### src/rtl/irrigation_controller_if.sv
`default_nettype none
// ============================================================================
// Module      : irrigation_controller_if
// Description : Sensor/tick inputs and level/mode/countdown outputs of the
//               irrigation controller.
// Revision    : 1.0
// ============================================================================
interface irrigation_controller_if;
    logic       tick_1s;
    logic       soil_dry;
    logic       air_dry;
    logic       fill;
    logic       H;
    logic       M;
    logic       L;
    logic       Bs;
    logic       Vs;
    logic       Error;
    logic [3:0] bcd_10m;
    logic [3:0] bcd_1m;
    logic [3:0] bcd_10s;
    logic [3:0] bcd_1s;

    modport master (
        output tick_1s, soil_dry, air_dry, fill,
        input  H, M, L, Bs, Vs, Error, bcd_10m, bcd_1m, bcd_10s, bcd_1s
    );

    modport slave (
        input  tick_1s, soil_dry, air_dry, fill,
        output H, M, L, Bs, Vs, Error, bcd_10m, bcd_1m, bcd_10s, bcd_1s
    );
endinterface
`default_nettype wire

### src/rtl/irrigation_controller.sv
`default_nettype none
// ============================================================================
// Module      : irrigation_controller
// Description : Irrigation mode FSM with tank-level model and BCD MM:SS
//               countdown to the next level drop.
// Revision    : 1.0
// ============================================================================
module irrigation_controller #(
    parameter int SPRINKLE_MIN = 5,
    parameter int DRIP_MIN     = 10
) (
    input  wire                      clock,
    input  wire                      rst,
    irrigation_controller_if.slave   bus
);

    localparam logic [1:0] c_IDLE     = 2'd0;
    localparam logic [1:0] c_SPRINKLE = 2'd1;
    localparam logic [1:0] c_DRIP     = 2'd2;
    localparam logic [1:0] c_EMPTY    = 2'd3;

    localparam logic [3:0] c_S_TENS  = 4'(SPRINKLE_MIN / 10);
    localparam logic [3:0] c_S_UNITS = 4'(SPRINKLE_MIN % 10);
    localparam logic [3:0] c_D_TENS  = 4'(DRIP_MIN / 10);
    localparam logic [3:0] c_D_UNITS = 4'(DRIP_MIN % 10);

    logic [1:0] r_state;
    logic [1:0] r_level;
    logic [3:0] r_m10, r_m1, r_s10, r_s1;

    logic [1:0] w_next;
    logic       w_next_mode;
    logic       w_enter;
    logic       w_at_one;
    logic       w_reload;
    logic       w_drop;
    logic [3:0] w_per_tens, w_per_units;
    logic [3:0] w_dm10, w_dm1, w_ds10, w_ds1;

    always_comb begin
        w_next = c_IDLE;
        if (!bus.soil_dry)
            w_next = c_IDLE;
        else if (r_level == 2'd0)
            w_next = c_EMPTY;
        else if (bus.air_dry)
            w_next = c_SPRINKLE;
        else
            w_next = c_DRIP;
    end

    assign w_next_mode = (w_next == c_SPRINKLE) || (w_next == c_DRIP);
    assign w_enter     = w_next_mode && (w_next != r_state);
    assign w_at_one    = (r_m10 == 4'd0) && (r_m1 == 4'd0) && (r_s10 == 4'd0) && (r_s1 == 4'd1);
    // A tick at 00:01 ends the period; only counts while staying in the same mode.
    assign w_reload    = w_next_mode && !w_enter && bus.tick_1s && w_at_one;
    assign w_drop      = w_reload && (r_level != 2'd0);

    assign w_per_tens  = (w_next == c_SPRINKLE) ? c_S_TENS  : c_D_TENS;
    assign w_per_units = (w_next == c_SPRINKLE) ? c_S_UNITS : c_D_UNITS;

    always_comb begin
        w_dm10 = r_m10;
        w_dm1  = r_m1;
        w_ds10 = r_s10;
        w_ds1  = r_s1;
        if (r_s1 != 4'd0) begin
            w_ds1 = r_s1 - 4'd1;
        end else begin
            w_ds1 = 4'd9;
            if (r_s10 != 4'd0) begin
                w_ds10 = r_s10 - 4'd1;
            end else begin
                w_ds10 = 4'd5;
                if (r_m1 != 4'd0) begin
                    w_dm1 = r_m1 - 4'd1;
                end else begin
                    w_dm1  = 4'd9;
                    w_dm10 = (r_m10 != 4'd0) ? r_m10 - 4'd1 : 4'd0;
                end
            end
        end
    end

    always_ff @(posedge clock) begin
        if (rst) begin
            r_state <= c_IDLE;
            r_level <= 2'd3;
            r_m10   <= 4'd0;
            r_m1    <= 4'd0;
            r_s10   <= 4'd0;
            r_s1    <= 4'd0;
        end else begin
            r_state <= w_next;

            if (bus.fill)
                r_level <= 2'd3;
            else if (w_drop)
                r_level <= r_level - 2'd1;

            if (!w_next_mode) begin
                r_m10 <= 4'd0;
                r_m1  <= 4'd0;
                r_s10 <= 4'd0;
                r_s1  <= 4'd0;
            end else if (w_enter || w_reload) begin
                r_m10 <= w_per_tens;
                r_m1  <= w_per_units;
                r_s10 <= 4'd0;
                r_s1  <= 4'd0;
            end else if (bus.tick_1s) begin
                r_m10 <= w_dm10;
                r_m1  <= w_dm1;
                r_s10 <= w_ds10;
                r_s1  <= w_ds1;
            end
        end
    end

    assign bus.H       = (r_level == 2'd3);
    assign bus.M       = (r_level >= 2'd2);
    assign bus.L       = (r_level != 2'd0);
    assign bus.Bs      = (r_state == c_SPRINKLE);
    assign bus.Vs      = (r_state == c_DRIP);
    assign bus.Error   = (r_state == c_EMPTY);
    assign bus.bcd_10m = r_m10;
    assign bus.bcd_1m  = r_m1;
    assign bus.bcd_10s = r_s10;
    assign bus.bcd_1s  = r_s1;

endmodule
`default_nettype wire

### src/flat_wrapper.sv
// flat-port wrapper written by rule: the top's interface ports become plain ports
module irrigation_controller_flat 
#(
    parameter int SPRINKLE_MIN = 5,
    parameter int DRIP_MIN     = 10
)
  (clock, rst, bus_tick_1s, bus_soil_dry, bus_air_dry, bus_fill, bus_H, bus_M, bus_L, bus_Bs, bus_Vs, bus_Error, bus_bcd_10m, bus_bcd_1m, bus_bcd_10s, bus_bcd_1s);
  irrigation_controller_if bus_i ();
  input  wire clock;
  input  wire rst;
  input wire logic [$bits(bus_i.tick_1s)-1:0] bus_tick_1s;
  input wire logic [$bits(bus_i.soil_dry)-1:0] bus_soil_dry;
  input wire logic [$bits(bus_i.air_dry)-1:0] bus_air_dry;
  input wire logic [$bits(bus_i.fill)-1:0] bus_fill;
  output wire logic [$bits(bus_i.H)-1:0] bus_H;
  output wire logic [$bits(bus_i.M)-1:0] bus_M;
  output wire logic [$bits(bus_i.L)-1:0] bus_L;
  output wire logic [$bits(bus_i.Bs)-1:0] bus_Bs;
  output wire logic [$bits(bus_i.Vs)-1:0] bus_Vs;
  output wire logic [$bits(bus_i.Error)-1:0] bus_Error;
  output wire logic [$bits(bus_i.bcd_10m)-1:0] bus_bcd_10m;
  output wire logic [$bits(bus_i.bcd_1m)-1:0] bus_bcd_1m;
  output wire logic [$bits(bus_i.bcd_10s)-1:0] bus_bcd_10s;
  output wire logic [$bits(bus_i.bcd_1s)-1:0] bus_bcd_1s;
  assign bus_i.tick_1s = bus_tick_1s;
  assign bus_i.soil_dry = bus_soil_dry;
  assign bus_i.air_dry = bus_air_dry;
  assign bus_i.fill = bus_fill;
  assign bus_H = bus_i.H;
  assign bus_M = bus_i.M;
  assign bus_L = bus_i.L;
  assign bus_Bs = bus_i.Bs;
  assign bus_Vs = bus_i.Vs;
  assign bus_Error = bus_i.Error;
  assign bus_bcd_10m = bus_i.bcd_10m;
  assign bus_bcd_1m = bus_i.bcd_1m;
  assign bus_bcd_10s = bus_i.bcd_10s;
  assign bus_bcd_1s = bus_i.bcd_1s;
  irrigation_controller #(.SPRINKLE_MIN(SPRINKLE_MIN), .DRIP_MIN(DRIP_MIN)) u_core (.clock(clock), .rst(rst), .bus(bus_i));
endmodule
### config.mk
export PLATFORM = sky130hd
export DESIGN_NAME = irrigation_controller_flat
export DESIGN_NICKNAME = d
export VERILOG_FILES = /design/src/rtl/irrigation_controller_if.sv /design/src/rtl/irrigation_controller.sv /design/src/flat_wrapper.sv
export SDC_FILE = /design/constraint.sdc
export NUM_CORES = 1
export LEC_CHECK = 0
export CORE_MARGIN = 10
export CORE_UTILIZATION = 48
export DETAILED_ROUTE_END_ITERATION = 12
export PLACE_DENSITY = 0.77
export SYNTH_ARGS = -nofsm -noshare
export SYNTH_HDL_FRONTEND = slang
export SYNTH_SLANG_ARGS = --single-unit
### constraint.sdc
create_clock -name clock -period 2.56 [get_ports clock]
set_input_delay 0.256 -clock clock [delete_from_list [all_inputs] [get_ports clock]]
set_output_delay 0.256 -clock clock [all_outputs]
set_load 0.02 [all_outputs]
# Yosys cells after proc, flatten, opt, wreduce, memory -nomap -nowiden
# Index checks and enable logic that the tools add are counted.
[totals]
word_cells = 70
out_inout_bits = 22
input_bits = 6
regBits = 20
[classes]
n_addsub = 5
n_reduce_logical = 27
n_lt_le_gt_ge = 1
n_bitwise = 2
muxes = 18
eq_ne = 11
[op_table]
columns = ["cell", "count"]
rows = [
  ["$mux 4", 13],
  ["$reduce_bool 4->1", 4],
  ["$sub 4x1->4 const B", 4],
  ["$logic_not 4->1", 3],
  ["$eq 2x2->1 const B", 4],
  ["$logic_and 1x1->1", 8],
  ["$mux 2", 3],
  ["$ne 2x2->1 const B", 3],
  ["$eq 2x1->1 const B", 2],
  ["$eq 4x1->1 const B", 1],
  ["$reduce_and 4->1", 1],
  ["$reduce_bool 2->1", 2],
  ["$reduce_or 2->1", 2],
  ["$mux 3", 1],
  ["$reduce_and 3->1", 1],
  ["$reduce_or 3->1", 1],
  ["$ge 2x2->1 const B", 1],
  ["$logic_not 2->1", 1],
  ["$logic_or 1x1->1", 2],
  ["$ne 2x2->1", 1],
  ["$not 1->1", 2],
  ["$reduce_and 2->1", 1],
  ["$sub 2x1->2 const B", 1],
  ["$logic_not 1->1", 1],
  ["$mux 1", 1],
]

# Logic depth before layout (Yosys ltp)
[logic_depth]
depth_word = 13
mapped_depth = 10
ltp_nobuf = 9

# Least setup slack after synthesis
# OpenSTA, ideal clock, no wires.
[synth_path]
path_kind = "register to register"
from = "reg u_core.r_level[0]"
to = "reg u_core.r_m10[1], in the netlist u_core.bus.bcd_10m[1]"
path_stages_with_launch = 11
path_buffers = 1
path_slack_ns = 0.204
t_required_ns = 2.443
arrival_time_ns = 2.239
cell_sequence = "dfxtp_1 -> inv_1 -> ha_1 -> o21a_1 -> ha_1 -> nor4bb_1 -> nand3_1 -> a211o_2 -> nand3_1 -> buf_2 -> nor2_1"
[synth_between]
elab_chain_len = 13
[synth_lines]
columns = ["item", "line", "text"]
rows = [
  ["from (decl)", "irrigation_controller.sv:28", "logic [1:0] r_level;"],
  ["from (signal assigned)", "irrigation_controller.sv:99", "r_level <= r_level - 2'd1;"],
  ["$logic_not 2->1 *", "irrigation_controller.sv:44", "else if (r_level == 2'd0)"],
  ["$mux 2 *", "irrigation_controller.sv:44", ""],
  ["$mux 2 *", "irrigation_controller.sv:42", "if (!bus.soil_dry)"],
  ["via u_core.w_next[0]", "irrigation_controller.sv:31", "logic [1:0] w_next;"],
  ["$eq 2x1->1 or $eq 2x2->1 (tied branches)", "irrigation_controller.sv:52", "assign w_next_mode = (w_next == c_SPRINKLE) || (w_next == c_DRIP);"],
  ["$logic_or 1x1->1", "irrigation_controller.sv:52", ""],
  ["$logic_and 1x1->1", "irrigation_controller.sv:53", "assign w_enter = w_next_mode && (w_next != r_state);"],
  ["$logic_not 1->1", "irrigation_controller.sv:56", "assign w_reload = w_next_mode && !w_enter && bus.tick_1s && w_at_one;"],
  ["$logic_and 1x1->1 (3 in a row)", "irrigation_controller.sv:56", ""],
  ["$logic_or 1x1->1", "irrigation_controller.sv:106", "end else if (w_enter || w_reload) begin"],
  ["$ne 2x2->1 (no source line) or $reduce_bool 2->1 (tied branches)", "--", ""],
  ["$reduce_and 4->1 (no source line)", "--", ""],
  ["to (signal assigned)", "irrigation_controller.sv:107", "r_m10 <= w_per_tens;"],
  ["to (signal assigned)", "irrigation_controller.sv:112", "r_m10 <= w_dm10;"],
  ["to (decl)", "irrigation_controller.sv:29", "logic [3:0] r_m10, r_m1, r_s10, r_s1;"],
]
# Mark *: on every way through the listed nets, which the timed path passes. The rest lies on a longest branch.
# A chain may end at the register's enable or synchronous reset.

# Final worst setup path
[layout_path]
from = "reg u_core.r_level[0]"
to = "reg u_core.r_m10[0], in the netlist u_core.bus.bcd_10m[0]"
[layout_between]
elab_chain_len = 13
[layout_lines]
columns = ["item", "line"]
rows = [
  ["$logic_not 2->1 *", "irrigation_controller.sv:44"],
  ["$mux 2 *", "irrigation_controller.sv:44"],
  ["$mux 2 *", "irrigation_controller.sv:42"],
  ["via u_core.w_next[0]", "irrigation_controller.sv:31"],
  ["$eq 2x1->1 or $eq 2x2->1 (tied branches)", "irrigation_controller.sv:52, irrigation_controller.sv:59"],
  ["$logic_or 1x1->1", "irrigation_controller.sv:52"],
  ["$logic_and 1x1->1", "irrigation_controller.sv:53"],
  ["$logic_not 1->1", "irrigation_controller.sv:56"],
  ["$logic_and 1x1->1 (3 in a row)", "irrigation_controller.sv:56"],
  ["$logic_or 1x1->1", "irrigation_controller.sv:106"],
  ["$ne 2x2->1 (no source line) or $reduce_bool 2->1 (tied branches)", "--"],
  ["$reduce_and 4->1 (no source line)", "--"],
]
# Marked as above.

==> results.md <==
- Outcome: finished clean
- Routed WL per cell: 14.01 µm
- Maxcap violations: 0
- Pin count of the biggest net entering global routing: 13
- First-pass GRT wire length: ~4700 µm
- Int Pwr: 0.5461 mW
- Sequential area share after synthesis: a little over a third
- CTS Buf Count: 3
- Routed vias: 1020
- Initial Util: 50.87%
- P_leak: 0.5981 nW
- Post-synthesis async set-or-reset flop share: 0%
- Final Hold Vio Count: 0
- I/O pin count: 28
- Synthesized area per cell: 8.478 µm²
- Total iterations of the first detailed-routing run: 4
- Hold depth: 2
- Area contributors post-synth: dfxtp_1, nor2_1, ha_1, mux2i_1, a21oi_1
- VDD IR max: 426.4 µV
- Area leader, netlist: dfxtp_1
- Most numerous cell in the Yosys netlist: nor2_1
- H-tree Lvls: 1
- RSZ-0062 raised after global routing: false
- Arrival time worst endpoint: 2600 ps
- Die area: 0.004713 mm²
- Skew final: 4.167 ps
- CTS tree: yes
- Switching Share: 26.05%
- Max Freq: 0.4258 GHz
- Tightest Hold Check Type: reg2reg
- Post-route antenna net violation count: 0
- Slew margin rel.: 69.34%
- Final worst-path cycle share: 91.75%
- GRT Overall Usage: 12.91%
- Most frequent cells after synthesis: nor2_1, dfxtp_1, nand2_1
- Startpoint types: register
- Chip height: 68.65 µm
- Vias in the first global route: 1057
- Reg2Reg Depth: 9
- CTS Root Cell: clkbuf_4
- Max FO, Critical Path: 6
- DRC: 0
- DR iter-0 viols: 26
- Setup Viol. Count Final: 0
- Routability cong.: 0.7390
- DR vias/cell: roughly 5.2
- Die Width: roughly 69 µm
- Fin util: 69.13%
- Yosys Warn Count: 0
- Comb power frac: 19.9%
- WS Path Type: reg2reg
- Worst-skew pair later-pin latency: 310 ps
- NumNets Final: 180
- Syn Nets: around 150
- Clk slew on worst S/H paths: 110 ps
- WHS: around 510 ps
- TritonCTS Sinks: 20
- Maximum clock path buffer count: 2
- Port bufs: 27
- Grt total ovfl: 0
- Mapped cell area: 0.001136 mm²
- Fillcell total: 194
- ANT cells: 0
- Sequential power share: ~45%
- Share of cells above drive strength 1: between 10% and 20%
- Fin crit period: 2349 ps
- Rows: 17
- Worst path required time: 2810 ps
- Number of synthesized flops with an enable pin: 0
- Mapped Cells: 134
- Max-slew violations: 0
- Synth Register Bits: 20
- Setup Fix Bufs, Post-CTS: 0
- Crit end category: register
- Share of the synthesized area in the top cell type: 35.24%
- Initial antenna violation count: 0
- Sw Pwr: 0.1923 mW
- Hpwl dp: between 2000 and 2500 µm
- Fraction of power consumed by the clock network: 35.3%
- Distinct cells, synth: 38
- Pwr Density: 478.3 mW/mm²
- Final WL: ~2700 µm
- Synth-to-Final Area Change: 35.90%
- Top FF cell, synth: dfxtp_1
- Core area: 0.002233 mm²
- Worst Tran Pin Value: 457.9 ps
[per-layer routing]
| layer | routed length, µm | part of all wire [%] | GRT usage [%] | vias to the layer above |
|---|---|---|---|---|
| li1 | - | - | - | 529 |
| met1 | 1151 | 42 | 13.93 | 473 |
| met3 | 164 | 6.0 | 4.509 | 5 |
| met2 | 1364 | 50 | 22.00 | 13 |
| met4 | 51 | 1.9 | 6.281 | 0 |
| met5 | 0 | 0 | 0 | - |
[cell usage in the layout, fill, tap and decap left out, types with 2 or more instances in the layout]
cell	Yosys	final
or2_2	3	3
a21oi_1	9	9
ha_1	6	5
nand3b_1	2	2
nand2_1	11	11
dfxtp_1	20	18
and2_1	3	3
o21ai_0	6	6
nor3_1	3	3
buf_4	0	5
nand3_1	3	3
dfxtp_2	0	2
mux2i_1	6	6
nor3b_2	2	2
clkdlybuf4s50_1	0	27
and4_1	2	2
nand2b_1	3	3
inv_1	9	9
nor2_1	21	21
xor2_1	2	2
nor3b_1	3	3
clkbuf_4	0	3
[cells by family after synthesis]
family                     share of synthesized area, %
AOI/OAI and AO/OA                                 14.65
adders and majority gates                         6.608
buffers and inverters                             4.735
xor gates and xnor gates                          2.313
muxes                                             5.287
and+or+nand+nor                                   31.17
DFF                                               35.24
[cell type report]
type                            count  area, µm²  share of cell area, %
Sequential cell                    20      402.9                  26.09
Clock inverter                      1      30.03                  1.945
Multi-Input combinational cell    102      711.9                  46.11
Inverter                            9      33.78                  2.188
Tap cell                           28      35.03                  2.269
Timing Repair Buffer               32      307.8                  19.94
Clock buffer                        3      22.52                  1.459
[path summary, 6_finish.rpt]
check | start | to | slack [ps]
min | u_core.r_level[0]$_SDFFE_PP1P_ | u_core.r_level[0]$_SDFFE_PP1P_ | 510
max reg2reg | u_core.r_level[0]$_SDFFE_PP1P_ | u_core.bus.bcd_10m[0]$_SDFFE_PP0P_ | 210
max | u_core.r_level[0]$_SDFFE_PP1P_ | u_core.bus.bcd_10m[0]$_SDFFE_PP0P_ | 210
min reg2reg | u_core.r_level[0]$_SDFFE_PP1P_ | u_core.r_level[0]$_SDFFE_PP1P_ | 510
[registers in the layout, summed over array words and instances (netlist names)]
signal / flops
u_core.bus.bcd_10m: 4
u_core.bus.bcd_1m: 4
u_core.bus.bcd_10s: 4
u_core.bus.bcd_1s: 4
u_core.r_state: 2
u_core.r_level: 2
[through the flow]
step / power [mW] / cell area (µm²) / worst slack [ps] / TNS, ps / cells
3_5_place_dp: 0.4787 / 1459 / -32.40 / -32.40 / 191
3_3_place_gp: 0.4751 / 1459 / 36.60 / 0 / 191
5_1_grt: 0.7714 / 1544 / 50.74 / 0 / 195
6_report: 0.7384 / 1544 / 211.3 / 0 / 195
4_1_cts: 0.7398 / 1511 / 4.689 / 0 / 195
2_1_floorplan: 0.4328 / 1136 / 204.1 / 0 / 134
[repair_timing]
action                                 CTS  global route
endpoints found under the hold margin    0             0
resized for setup                        0             6
setup endpoints to repair                0            18
hold buffers                             0             0
[critical path, cell delays in order, from the launching register on]
cell	delay, ps
dfxtp_2	360
inv_1	60
ha_2	230
o21a_1	180
ha_1	330
nor4bb_4	280
nand3_1	110
a211o_2	320
a311o_1	330
a21oi_2	90
[power by group through the flow]
stage | Sequential (mW) | Combinational, mW | Clock (mW)
2_1_floorplan | 0.344 | 0.0884 | 0
3_3_place_gp | 0.337 | 0.138 | 0
3_5_place_dp | 0.337 | 0.141 | 0
4_1_cts | 0.330 | 0.142 | 0.267
5_1_grt | 0.332 | 0.162 | 0.277
6_report | 0.331 | 0.147 | 0.261
Note: power is estimated with default switching activity, not from simulation.
